## src/rtl/node_ant_pkg.sv

```systemverilog
// Packet format shared by the node shim and its network/core neighbours.
//   ant          : 1 = control ant, 0 = ordinary data packet
//   backward     : for ants, 1 = returning to origin, 0 = heading to destination
//   x/y_source   : originating node coordinates
//   x/y_dest     : destination node coordinates
//   x/y_memory   : route memory carried by ants (4 hops x 4 bits)
//   num_memories : number of valid entries in x/y_memory
//   payload      : data carried by data packets
package node_ant_pkg;

  typedef struct packed {
    logic        ant;
    logic        backward;
    logic [3:0]  x_source;
    logic [3:0]  y_source;
    logic [3:0]  x_dest;
    logic [3:0]  y_dest;
    logic [15:0] x_memory;
    logic [15:0] y_memory;
    logic [2:0]  num_memories;
    logic [15:0] payload;
  } packet_t;

endpackage

```

## src/rtl/node_ant_reflector.sv

```systemverilog
// node_ant_reflector: ejection/injection shim between a node and its network
// port. Data packets from the network go to the core; forward ants are turned
// into backward ants and re-injected; backward ants are retired. Reflected ants
// share the network input with core traffic through a burst-limited arbiter.
// Ports:
//   clk, reset_n                 clock, synchronous active-low reset
//   ej_data/ej_data_val/ej_en    network output side (ej_en is our ready)
//   core_rx_data/val/en          data packets to the core (en = core ready)
//   core_tx_data/val/en          core packets to inject (en = accepted)
//   inj_data/val/en              network input side (inj_en = network ready)
//   data_rx_cnt, ant_reflect_cnt, ant_return_cnt  saturating statistics
module node_ant_reflector
  import node_ant_pkg::*;
#(
  parameter int X_ID           = 0,
  parameter int Y_ID           = 0,
  parameter int ANT_FIFO_DEPTH = 4,
  parameter int MAX_ANT_BURST  = 4,
  parameter int CNT_W          = 16
) (
  input  logic             clk,
  input  logic             reset_n,
  input  packet_t          ej_data,
  input  logic             ej_data_val,
  output logic             ej_en,
  output packet_t          core_rx_data,
  output logic             core_rx_val,
  input  logic             core_rx_en,
  input  packet_t          core_tx_data,
  input  logic             core_tx_val,
  output logic             core_tx_en,
  output packet_t          inj_data,
  output logic             inj_data_val,
  input  logic             inj_en,
  output logic [CNT_W-1:0] data_rx_cnt,
  output logic [CNT_W-1:0] ant_reflect_cnt,
  output logic [CNT_W-1:0] ant_return_cnt
);

  localparam int AW = $clog2(ANT_FIFO_DEPTH);
  localparam int PW = AW + 1;
  localparam int BW = $clog2(MAX_ANT_BURST + 1);
  localparam logic [BW-1:0] BURST_MAX = BW'(MAX_ANT_BURST);
  localparam logic [3:0]    X_SRC     = 4'(X_ID);
  localparam logic [3:0]    Y_SRC     = 4'(Y_ID);

  // Holds every output-driving path low for the first cycle after reset.
  logic active;

  packet_t        fifo_mem [ANT_FIFO_DEPTH];
  logic [PW-1:0]  wr_ptr, rd_ptr;
  logic           fifo_full, fifo_empty;
  logic [BW-1:0]  burst_cnt;

  packet_t reflected;
  logic    ej_acc, acc_data, acc_fwd, acc_back;
  logic    ant_grant, grant_valid, ant_xfer, core_xfer, rx_pop;

  assign fifo_empty = (wr_ptr == rd_ptr);
  assign fifo_full  = (wr_ptr == {~rd_ptr[PW-1], rd_ptr[PW-2:0]});

  assign ej_en    = active && (!core_rx_val || core_rx_en) && !fifo_full;
  assign ej_acc   = ej_data_val && ej_en;
  assign acc_data = ej_acc && !ej_data.ant;
  assign acc_fwd  = ej_acc && ej_data.ant && !ej_data.backward;
  assign acc_back = ej_acc && ej_data.ant && ej_data.backward;
  assign rx_pop   = core_rx_val && core_rx_en;

  always_comb begin
    reflected          = ej_data;
    reflected.x_dest   = ej_data.x_source;
    reflected.y_dest   = ej_data.y_source;
    reflected.x_source = X_SRC;
    reflected.y_source = Y_SRC;
    reflected.backward = 1'b1;
  end

  // Core traffic only loses arbitration to the FIFO until the burst limit.
  assign ant_grant    = !fifo_empty && (!core_tx_val || (burst_cnt < BURST_MAX));
  assign grant_valid  = ant_grant || core_tx_val;
  assign inj_data_val = active && grant_valid && inj_en;
  assign inj_data     = ant_grant ? fifo_mem[rd_ptr[AW-1:0]] : core_tx_data;
  assign ant_xfer     = inj_data_val && ant_grant;
  assign core_xfer    = inj_data_val && !ant_grant;
  assign core_tx_en   = core_xfer;

  always_ff @(posedge clk) begin
    if (acc_fwd) fifo_mem[wr_ptr[AW-1:0]] <= reflected;
  end

  always_ff @(posedge clk) begin
    if (!reset_n) begin
      active          <= 1'b0;
      wr_ptr          <= '0;
      rd_ptr          <= '0;
      burst_cnt       <= '0;
      core_rx_val     <= 1'b0;
      core_rx_data    <= '0;
      data_rx_cnt     <= '0;
      ant_reflect_cnt <= '0;
      ant_return_cnt  <= '0;
    end else begin
      active <= 1'b1;
      if (acc_fwd)  wr_ptr <= wr_ptr + 1'b1;
      if (ant_xfer) rd_ptr <= rd_ptr + 1'b1;

      if (!core_tx_val || core_xfer) burst_cnt <= '0;
      else if (ant_xfer && burst_cnt != BURST_MAX) burst_cnt <= burst_cnt + 1'b1;

      // A pop and a fresh load in the same cycle leave valid asserted.
      if (rx_pop) core_rx_val <= 1'b0;
      if (acc_data) begin
        core_rx_data <= ej_data;
        core_rx_val  <= 1'b1;
      end

      if (acc_data && data_rx_cnt != '1)     data_rx_cnt     <= data_rx_cnt + 1'b1;
      if (acc_fwd  && ant_reflect_cnt != '1) ant_reflect_cnt <= ant_reflect_cnt + 1'b1;
      if (acc_back && ant_return_cnt != '1)  ant_return_cnt  <= ant_return_cnt + 1'b1;
    end
  end

endmodule
```

## config.mk

```make
export PLATFORM = sky130hd
export DESIGN_NAME = node_ant_reflector
export DESIGN_NICKNAME = d
export VERILOG_FILES = /design/src/rtl/node_ant_pkg.sv /design/src/rtl/node_ant_reflector.sv
export SDC_FILE = /design/constraint.sdc
export NUM_CORES = 1
export LEC_CHECK = 0
export ABC_CLOCK_PERIOD_IN_PS = 4900
export CORE_AREA = 2 2 227 229
export DETAILED_ROUTE_END_ITERATION = 10
export DIE_AREA = 0 0 229 231
export PLACE_DENSITY = 0.51
export SLEW_MARGIN = 40
export SYNTH_ARGS = -nofsm -noshare
export SYNTH_HDL_FRONTEND = slang
export SYNTH_SLANG_ARGS = --single-unit
```

## constraint.sdc

```tcl
create_clock -name clk -period 4.9 [get_ports clk]
set_input_delay 1.47 -clock clk [delete_from_list [all_inputs] [get_ports clk]]
set_output_delay 1.47 -clock clk [all_outputs]
set_load 0.005 [all_outputs]
```

==> flow_summary.ini, run 1 <==
[status]
status = finished, final reports clean

[finish]
finish.utilization = 0.406
drive_above_1_share = 0.154
final_area_mm2 = 0.0206
area_growth_pct = 37.7
layout_common_cells = 333 x clkdlybuf4s50_1, 240 x edfxtp_1, 170 x nand2_1, 128 x dfxtp_1, 108 x a21oi_1
final_common_cell = clkdlybuf4s50_1
finalNetCount = 1562

[min_path]
holdPathEnd = core_rx_data[42]
worstHoldPathCells = 2
hold_class = register to register
hp-start = core_rx_data[42]

[critical_path]
r2r_cells = 6
rrSetupSlack_ns = 2.24
worstPathCellList = clkdlybuf4s50_1, nand2_1, o31ai_4, buf_12, mux2_2, clkdlybuf4s50_1
crit_top_cell = clkdlybuf4s50_1
crit_path_end_kind = output pin
cp_top_family = buffers and inverters
crit_buf_inv = 3
reg2reg_to = fifo_mem[2][43]
critPathMaxFanout = 43
r2r-start = wr_ptr[1]
slowest_stage = clkdlybuf4s50_1
cp_data_required_time_ns = 3.43
cp.arrival_ns = 3.31
worstSetupPathType = input port to output pin
start_kind = input port
cpPeakStageDelay_ns = 0.50

[placement]
io_buffers = 333
place_area_mm2 = 0.0192
place.detailed.hpwl_um = 26900
post-place-ws_ns = 0.112
gp_congestion = 0.784

[sta]
fin_crit_ns = 4.78
drv_slew = 0
fin_skew_ns = 0.00940
setup_violations = 0
slew_headroom = 0.490
hold_viol_final = 0
period_share = 0.976
max_freq_ghz = 0.209
rsz0062_at_grt = false
timing.setup.tns_ns = 0
tightest_slew_ns = 0.763
worst_slack_ns = 0.118

[clocking]
htreeDepth = 2
clk_pin_slew_ns = 0.06
cts_tree = built
cts_resized = 0
cts_setup_buffers = 0
ctsHoldBuffers = 0
cts-root-buf = clkbuf_16
cts.sinks = 370
clockBufferDepth = 3
insertion_delay_ns = 0.57
numCtsBuffers = 44

[power]
power.density_mw_per_mm2 = 339
pwr-share-seq = 0.483
ir_drop_mv = 0.197
p_leak_nw = 6.50
power_switching_mw = 1.50
power_frac_comb = 0.071
switching_share = 0.215
clockPowerShare = 0.446
intPower_mw = 5.47

[logic_synthesis]
netlist_area_mm2 = 0.0149
yosysUniqueCellTypes = 50
ys_ff_latch = 370
ys.flop_type = edfxtp_1
synth-warning-count = 0
synthArstFlopShare = 0
syn_inst = 1070
synth_edf_count = 240
yosysSeqAreaShare = 0.656
syn-num-nets = 1224
synth_area_per_cell_um2 = 14.0

[global_routing]
grt_pass1_vias = 10200
overflow = 0
grt_max_degree = 74
grt_antenna_before_repair = 6
grt_pass1_wl_um = 61900
track_usage = 0.152

[die]
die-area_mm2 = 0.0529
ios = 334
fp.dieH_um = 231
core-area_mm2 = 0.0507
start_util = 0.295
rows = 83
dieWidth_um = 229

[route]
drt_iter0_markers = 460
route.detailed.drc = 0
vias = 10100
dr.pass1.iters = 4
viasPerCell = 4.74
wl_um = 40500
postRouteAntennaNets = 0
wl_per_cell_um = 19.1

[job]
cap_violations = 0
==> power by group through the flow <==
stage | Sequential, mW | Combinational (mW) | Clock, mW
after floorplan | 3.43 | 0.171 | 0
after global placement | 3.43 | 0.496 | 0
after detailed placement | 3.43 | 0.504 | 0
after CTS | 3.37 | 0.506 | 3.22
after global routing | 3.37 | 0.535 | 3.34
final | 3.37 | 0.495 | 3.11
==> cells in the mapped netlist, types with 2 or more instances <==
library cell	instances	area, um^2
edfxtp_1	240	7210
nand2_1	170	638
dfxtp_1	130	2600
a21oi_1	108	541
mux2_2	60	676
mux4_2	60	1350
clkbuf_1	34	128
or4_1	22	165
buf_2	21	105
nand3_1	19	95.1
o31ai_1	19	143
nor2_1	18	67.6
nand4_1	17	106
inv_1	15	56.3
o21ai_0	14	70.1
and2_1	13	81.3
or3_1	12	75.1
ha_1	10	125
mux2i_1	9	90.1
nor4_1	9	56.3
nand2b_1	8	50.1
xnor2_1	6	52.6
buf_1	5	18.8
nor3_1	5	25.0
xor2_1	5	43.8
and3_1	4	25.0
o41ai_1	4	35.0
and4_1	3	26.3
nor2b_1	3	18.8
buf_6	2	22.5
nand3b_1	2	15.0
nand4b_1	2	17.5
nor4b_1	2	17.5
o21a_1	2	15.0
o31a_1	2	17.5
==> cells by family after synthesis <==
family,after synthesis,share of synthesized area
AOI/OAI and AO/OA,154,0.0581
xor gates and xnor gates,12,0.00754
adders and majority gates,10,0.00837
buffers and inverters,79,0.0229
DFF,370,0.656
muxes,129,0.142
and+or+nand+nor,316,0.105
==> cell type report <==
class,instances,area (um^2)
fill,4819,30100
sequential,370,9820
multi-input combinational,621,4810
timing repair buffer,355,3620
clock buffer,69,1290
tap,680,851
clock inverter,13,108
inverter,16,66.3
antenna,2,5.00
==> routing by layer <==
| layer | GRT usage | share of wire | vias up |
|---|---|---|---|
| li1 | - | - | 4729 |
| met1 | 0.198 | 0.44 | 5005 |
| met2 | 0.244 | 0.47 | 262 |
| met3 | 0.0505 | 0.071 | 63 |
| met4 | 0.0355 | 0.016 | 10 |
| met5 | 0 | 0.0016 | - |
==> stage by stage <==
step	power [mW]	hold WS (ns)	std cells
2_1_floorplan	3.60	0.453	1070
3_3_place_gp	3.93	0.441	2042
3_5_place_dp	3.94	0.446	2042
4_1_cts	7.09	0.454	2124
5_1_grt	7.25	0.468	2125
6_report	6.97	0.453	2126
==> how the worst max path moves through the flow <==
stage | from | cells past startpoint | to | slack (ns)
final | core_tx_val | 6 | inj_data[34] | 0.12
after floorplan | core_rx_en | 6 | fifo_mem[0][0] | 0.75
after detailed placement | core_tx_val | 6 | inj_data[34] | 0.11
after global routing | core_tx_val | 6 | inj_data[14] | 0.03
after global placement | core_tx_val | 6 | inj_data[14] | 0.13
after CTS | core_tx_val | 6 | inj_data[34] | 0.11
==> flip-flops by register name, indices dropped and copies added, names as in the netlist, named ones only <==
register / cells
fifo_mem: 240
core_rx_data: 69
ant_reflect_cnt: 16
ant_return_cnt: 16
data_rx_cnt: 16
burst_cnt: 3
rd_ptr: 3
wr_ptr: 3
active: 1
core_rx_val: 1
==> worst min-delay path, cell delays in order, from the launching register on <==
cell and delay (ns):
dfxtp_1 0.31, nand2_1 0.05, a21oi_1 0.05
Note: power is estimated with default switching activity, not from simulation.
==> run 2, diff against run 1 <==
--- a/config.mk
+++ b/config.mk
@@ -9,7 +9,8 @@
 export CORE_AREA = 2 2 227 229
 export DETAILED_ROUTE_END_ITERATION = 10
 export DIE_AREA = 0 0 229 231
-export PLACE_DENSITY = 0.51
+export DONT_BUFFER_PORTS = 1
+export PLACE_DENSITY = 0.42
 export SLEW_MARGIN = 40
 export SYNTH_ARGS = -nofsm -noshare
 export SYNTH_HDL_FRONTEND = slang
==> flow_summary.ini, run 2 (synthesis gave the netlist of run 1 again) <==
[finish]
layout_common_cells = 240 x edfxtp_1, 170 x nand2_1, 128 x dfxtp_1, 108 x a21oi_1
area_growth_pct = 14.4
largest_register_ffs = 240
finalNetCount = 1224
drive_above_1_share = 0.192
finish.utilization = 0.337
instances_no_fill = 1785
insertedDiodeCount = 0
n_fill_cell = 5045
final_common_cell = edfxtp_1
final_area_mm2 = 0.0171

[global_routing]
grt_pass1_wl_um = 56800
track_usage = 0.141
grt_antenna_before_repair = 1
overflow = 0
grt_max_degree = 74
grt_pass1_vias = 8777

[critical_path]
cp_top_family = multiplexers
cp_data_required_time_ns = 3.43
slowest_stage = dfxtp_4
reg2reg_to = fifo_mem[0][57]
worstSetupPathType = register to output pin
cpPeakStageDelay_ns = 0.79
r2r-start = wr_ptr[1]
crit_path_end_kind = output pin
worstPathCellList = buf_4, mux4_2, mux2_2
r2r_cells = 5
rrSetupSlack_ns = 1.90
start_kind = register
cp.arrival_ns = 2.58
crit_buf_inv = 1
critPathMaxFanout = 29

[min_path]
hp-start = core_rx_data[47]
hold_class = register to register
worstHoldPathCells = 2
holdPathEnd = core_rx_data[47]

[placement]
gp_congestion = 0.752
place.detailed.hpwl_um = 24300
place_area_mm2 = 0.0158
post-place-ws_ns = 0.945
io_buffers = 0
dp_cells = 1705

[clocking]
insertion_delay_ns = 0.57
cts.sinks = 370
clk_pin_slew_ns = 0.06
htreeDepth = 2
numCtsBuffers = 43
ctsHoldBuffers = 0
cts_tree = built
cts_resized = 0
cts-root-buf = clkbuf_16
cts_setup_buffers = 0
clockBufferDepth = 3

[route]
wl_met1_um = 16600
topRoutingLayerUsed = met5
route.detailed.drc = 0
wl_met3_um = 2810
drt_iter0_markers = 539
vias = 8736
wl_per_cell_um = 21.2
dr.pass1.iters = 5
wl_met2_um = 17800
postRouteAntennaNets = 0
viasPerCell = 4.89
wl_um = 37900

[sta]
worst_slack_ns = 0.851
timing.setup.tns_ns = 0
tightest_slew_ns = 0.778
period_share = 0.826
setup_violations = 0
max_freq_ghz = 0.247
whs_ns = 0.475
fin_crit_ns = 4.05
fin_skew_ns = 0.0142
rsz0062_at_grt = false
drv_slew = 0
hold_viol_final = 0
slew_headroom = 0.480

[status]
status = finished, final reports clean

[power]
finalPower_mw = 6.64
ir_drop_mv = 0.292
power_switching_mw = 1.41
intPower_mw = 5.23
power_frac_comb = 0.031
power.density_mw_per_mm2 = 389
p_leak_nw = 5.21
switching_share = 0.213
pwr-share-seq = 0.508
clockPowerShare = 0.460

[die]
die-area_mm2 = 0.0529
start_util = 0.295
dieWidth_um = 229
rows = 83
ios = 334
fp.dieH_um = 231
core-area_mm2 = 0.0507

[job]
cap_violations = 0
run 2: worst reg2reg max path, stage by stage, from the launching register on:
cell     delay [ns]
dfxtp_1        0.40
xor2_1         0.47
o311a_1        0.52
and3_1         0.39
and2_4         0.54
buf_12         0.33
run 2: power by group through the flow:
stage,clock network (mW),registers [mW],logic (mW)
finish,3.06,3.38,0.209
global route,3.31,3.38,0.231
CTS,3.19,3.38,0.216
detailed placement,0,3.44,0.214
global placement,0,3.44,0.214
floorplan,0,3.43,0.171
run 2: worst max path at each step:
stage / startpoint / to / slack (ns) / depth (start not counted)
floorplan: core_rx_en / fifo_mem[0][0] / 0.75 / 6
global placement: core_tx_val / inj_data[22] / 0.96 / 4
detailed placement: core_tx_val / inj_data[30] / 0.95 / 4
CTS: register / inj_data[20] / 0.71 / 3
global route: register / inj_data[20] / 0.66 / 3
finish: register / inj_data[28] / 0.85 / 3
run 2: routing by layer:
layer  GRT usage  up-vias
li1            -     4065
met1       0.181     4360
met2       0.229      259
met3      0.0476       50
met4      0.0331        2
met5           0        -
run 2: cell type report:
type | count | area (um^2) | area share
clock buffer | 63 | 1180 | 0.0691
clock inverter | 17 | 164 | 0.00959
inverter | 16 | 62.6 | 0.00366
multi-input combinational | 621 | 4810 | 0.282
sequential | 370 | 9820 | 0.574
tap | 680 | 851 | 0.0498
timing repair buffer | 18 | 210 | 0.0123
==> run 3, diff against run 2 <==
--- a/config.mk
+++ b/config.mk
@@ -5,12 +5,12 @@
 export SDC_FILE = /design/constraint.sdc
 export NUM_CORES = 1
 export LEC_CHECK = 0
-export ABC_CLOCK_PERIOD_IN_PS = 4900
+export ABC_CLOCK_PERIOD_IN_PS = 3600
 export CORE_AREA = 2 2 227 229
 export DETAILED_ROUTE_END_ITERATION = 10
 export DIE_AREA = 0 0 229 231
 export DONT_BUFFER_PORTS = 1
-export PLACE_DENSITY = 0.42
+export PLACE_DENSITY = 0.44
 export SLEW_MARGIN = 40
 export SYNTH_ARGS = -nofsm -noshare
 export SYNTH_HDL_FRONTEND = slang
==> constraint.sdc (replaced) <==
create_clock -name clk -period 3.6 [get_ports clk]
set_input_delay 1.08 -clock clk [delete_from_list [all_inputs] [get_ports clk]]
set_output_delay 1.08 -clock clk [all_outputs]
set_load 0.005 [all_outputs]
==> flow_summary.ini, run 3 (synthesis gave the netlist of run 1 again) <==
[status]
status = finished, final reports clean

[route]
route.detailed.drc = 0
wl_per_cell_um = 20.8
topRoutingLayerUsed = met5
wl_met2_um = 18000
drt_iter0_markers = 547
wl_met3_um = 2910
wl_met1_um = 15600
vias = 8846
postRouteAntennaNets = 0
dr.pass1.iters = 4
wl_um = 37200
viasPerCell = 4.95

[sta]
hold_viol_final = 0
timing.setup.tns_ns = 0
slew_headroom = 0.476
period_share = 0.945
setup_violations = 0
max_freq_ghz = 0.294
fin_crit_ns = 3.40
rsz0062_at_grt = false
worst_slack_ns = 0.199
drv_slew = 0
fin_skew_ns = 0.0165
tightest_slew_ns = 0.783

[finish]
insertedDiodeCount = 0
final_area_mm2 = 0.0172
largest_register_ffs = 240
multi_input_area_mm2 = 0.00481
finalNetCount = 1227
seq_area_mm2 = 0.00982
area_growth_pct = 15.2
layout_common_cells = 240 x edfxtp_1, 170 x nand2_1, 128 x dfxtp_1, 108 x a21oi_1
final_common_cell = edfxtp_1
drive_above_1_share = 0.201
instances_no_fill = 1786
n_fill_cell = 5053

[critical_path]
cp-startpoint = wr_ptr[0]
worstSetupPathType = register to output pin
crit_path_end_kind = output pin
cp_data_required_time_ns = 2.52
start_kind = register
rrSetupSlack_ns = 1.09
cp.arrival_ns = 2.32
r2r-start = ant_reflect_cnt[0]
critPathMaxFanout = 27

[power]
ir_drop_mv = 0.290
p_leak_nw = 5.27
power.density_mw_per_mm2 = 530

[clocking]
clockBufferDepth = 3
clk_pin_slew_ns = 0.06
insertion_delay_ns = 0.56
cts.sinks = 370
cts_resized = 0
ctsHoldBuffers = 0
numCtsBuffers = 42
htreeDepth = 2
cts-root-buf = clkbuf_16
cts_setup_buffers = 0
cts_tree = built

[global_routing]
overflow = 0
grt_max_degree = 65
grt_antenna_before_repair = 1
grt_pass1_wl_um = 56000
track_usage = 0.138
grt_pass1_vias = 8908

[placement]
place.detailed.hpwl_um = 23300
gp_congestion = 0.759
io_buffers = 0
post-place-ws_ns = 0.416
dp_cells = 1709
place_area_mm2 = 0.0158

[die]
fp.dieH_um = 231
core-area_mm2 = 0.0507
start_util = 0.295
ios = 334
rows = 83
die-area_mm2 = 0.0529
dieWidth_um = 229

[min_path]
hp-start = core_rx_data[2]
hold_class = register to register

[job]
cap_violations = 0
-- run 3: changes by cell type in the layout (fill, tap and decap cells not counted), sizes merged --
| cell | delta |
|---|---|
| buf | +4 |
| clkbuf | -2 |
| clkinv | -1 |
-- run 3: worst paths after layout --
kind	cells after the start	end
worst max-delay path	4	inj_data[17]
worst min-delay path	2	core_rx_data[2]
worst max register to register	6	ant_reflect_cnt[1]
worst min register to register	2	core_rx_data[2]
-- run 3: routing by layer --
layer	global-route usage	vias up
met5	0	-
met4	0.0355	2
met3	0.0463	55
met2	0.231	265
met1	0.172	4464
li1	-	4060
-- run 3: cell type report --
type,instances,share of cell area
clock buffers,61,0.0722
clock inverters,16,0.00850
inverters,16,0.00363
multi-input cells,621,0.279
flip-flops and latches,370,0.570
well taps,680,0.0494
repair buffers,22,0.0169
-- run 3: metrics by stage --
stage | util | power (mW) | hold slack (ns)
final | 0.340 | 9.14 | 0.470
after global routing | 0.340 | 9.49 | 0.492
after CTS | 0.340 | 9.30 | 0.476
after detailed placement | 0.312 | 4.98 | 0.469
after global placement | 0.312 | 4.98 | 0.463
after floorplan | - | 4.90 | 0.453
-- run 3: power breakdown --
part           leakage, nW  internal (mW)  switching, mW
Combinational         1.37          0.126          0.167
Clock                0.684           2.55           1.71
Sequential            3.22           4.56         0.0307
-- run 3: critical path, stage by stage, from the launching register on --
cell and delay, ns:
dfxtp_1 0.46, xor2_2 0.16, o31ai_4 0.32, buf_4 0.39, mux2_2 0.41
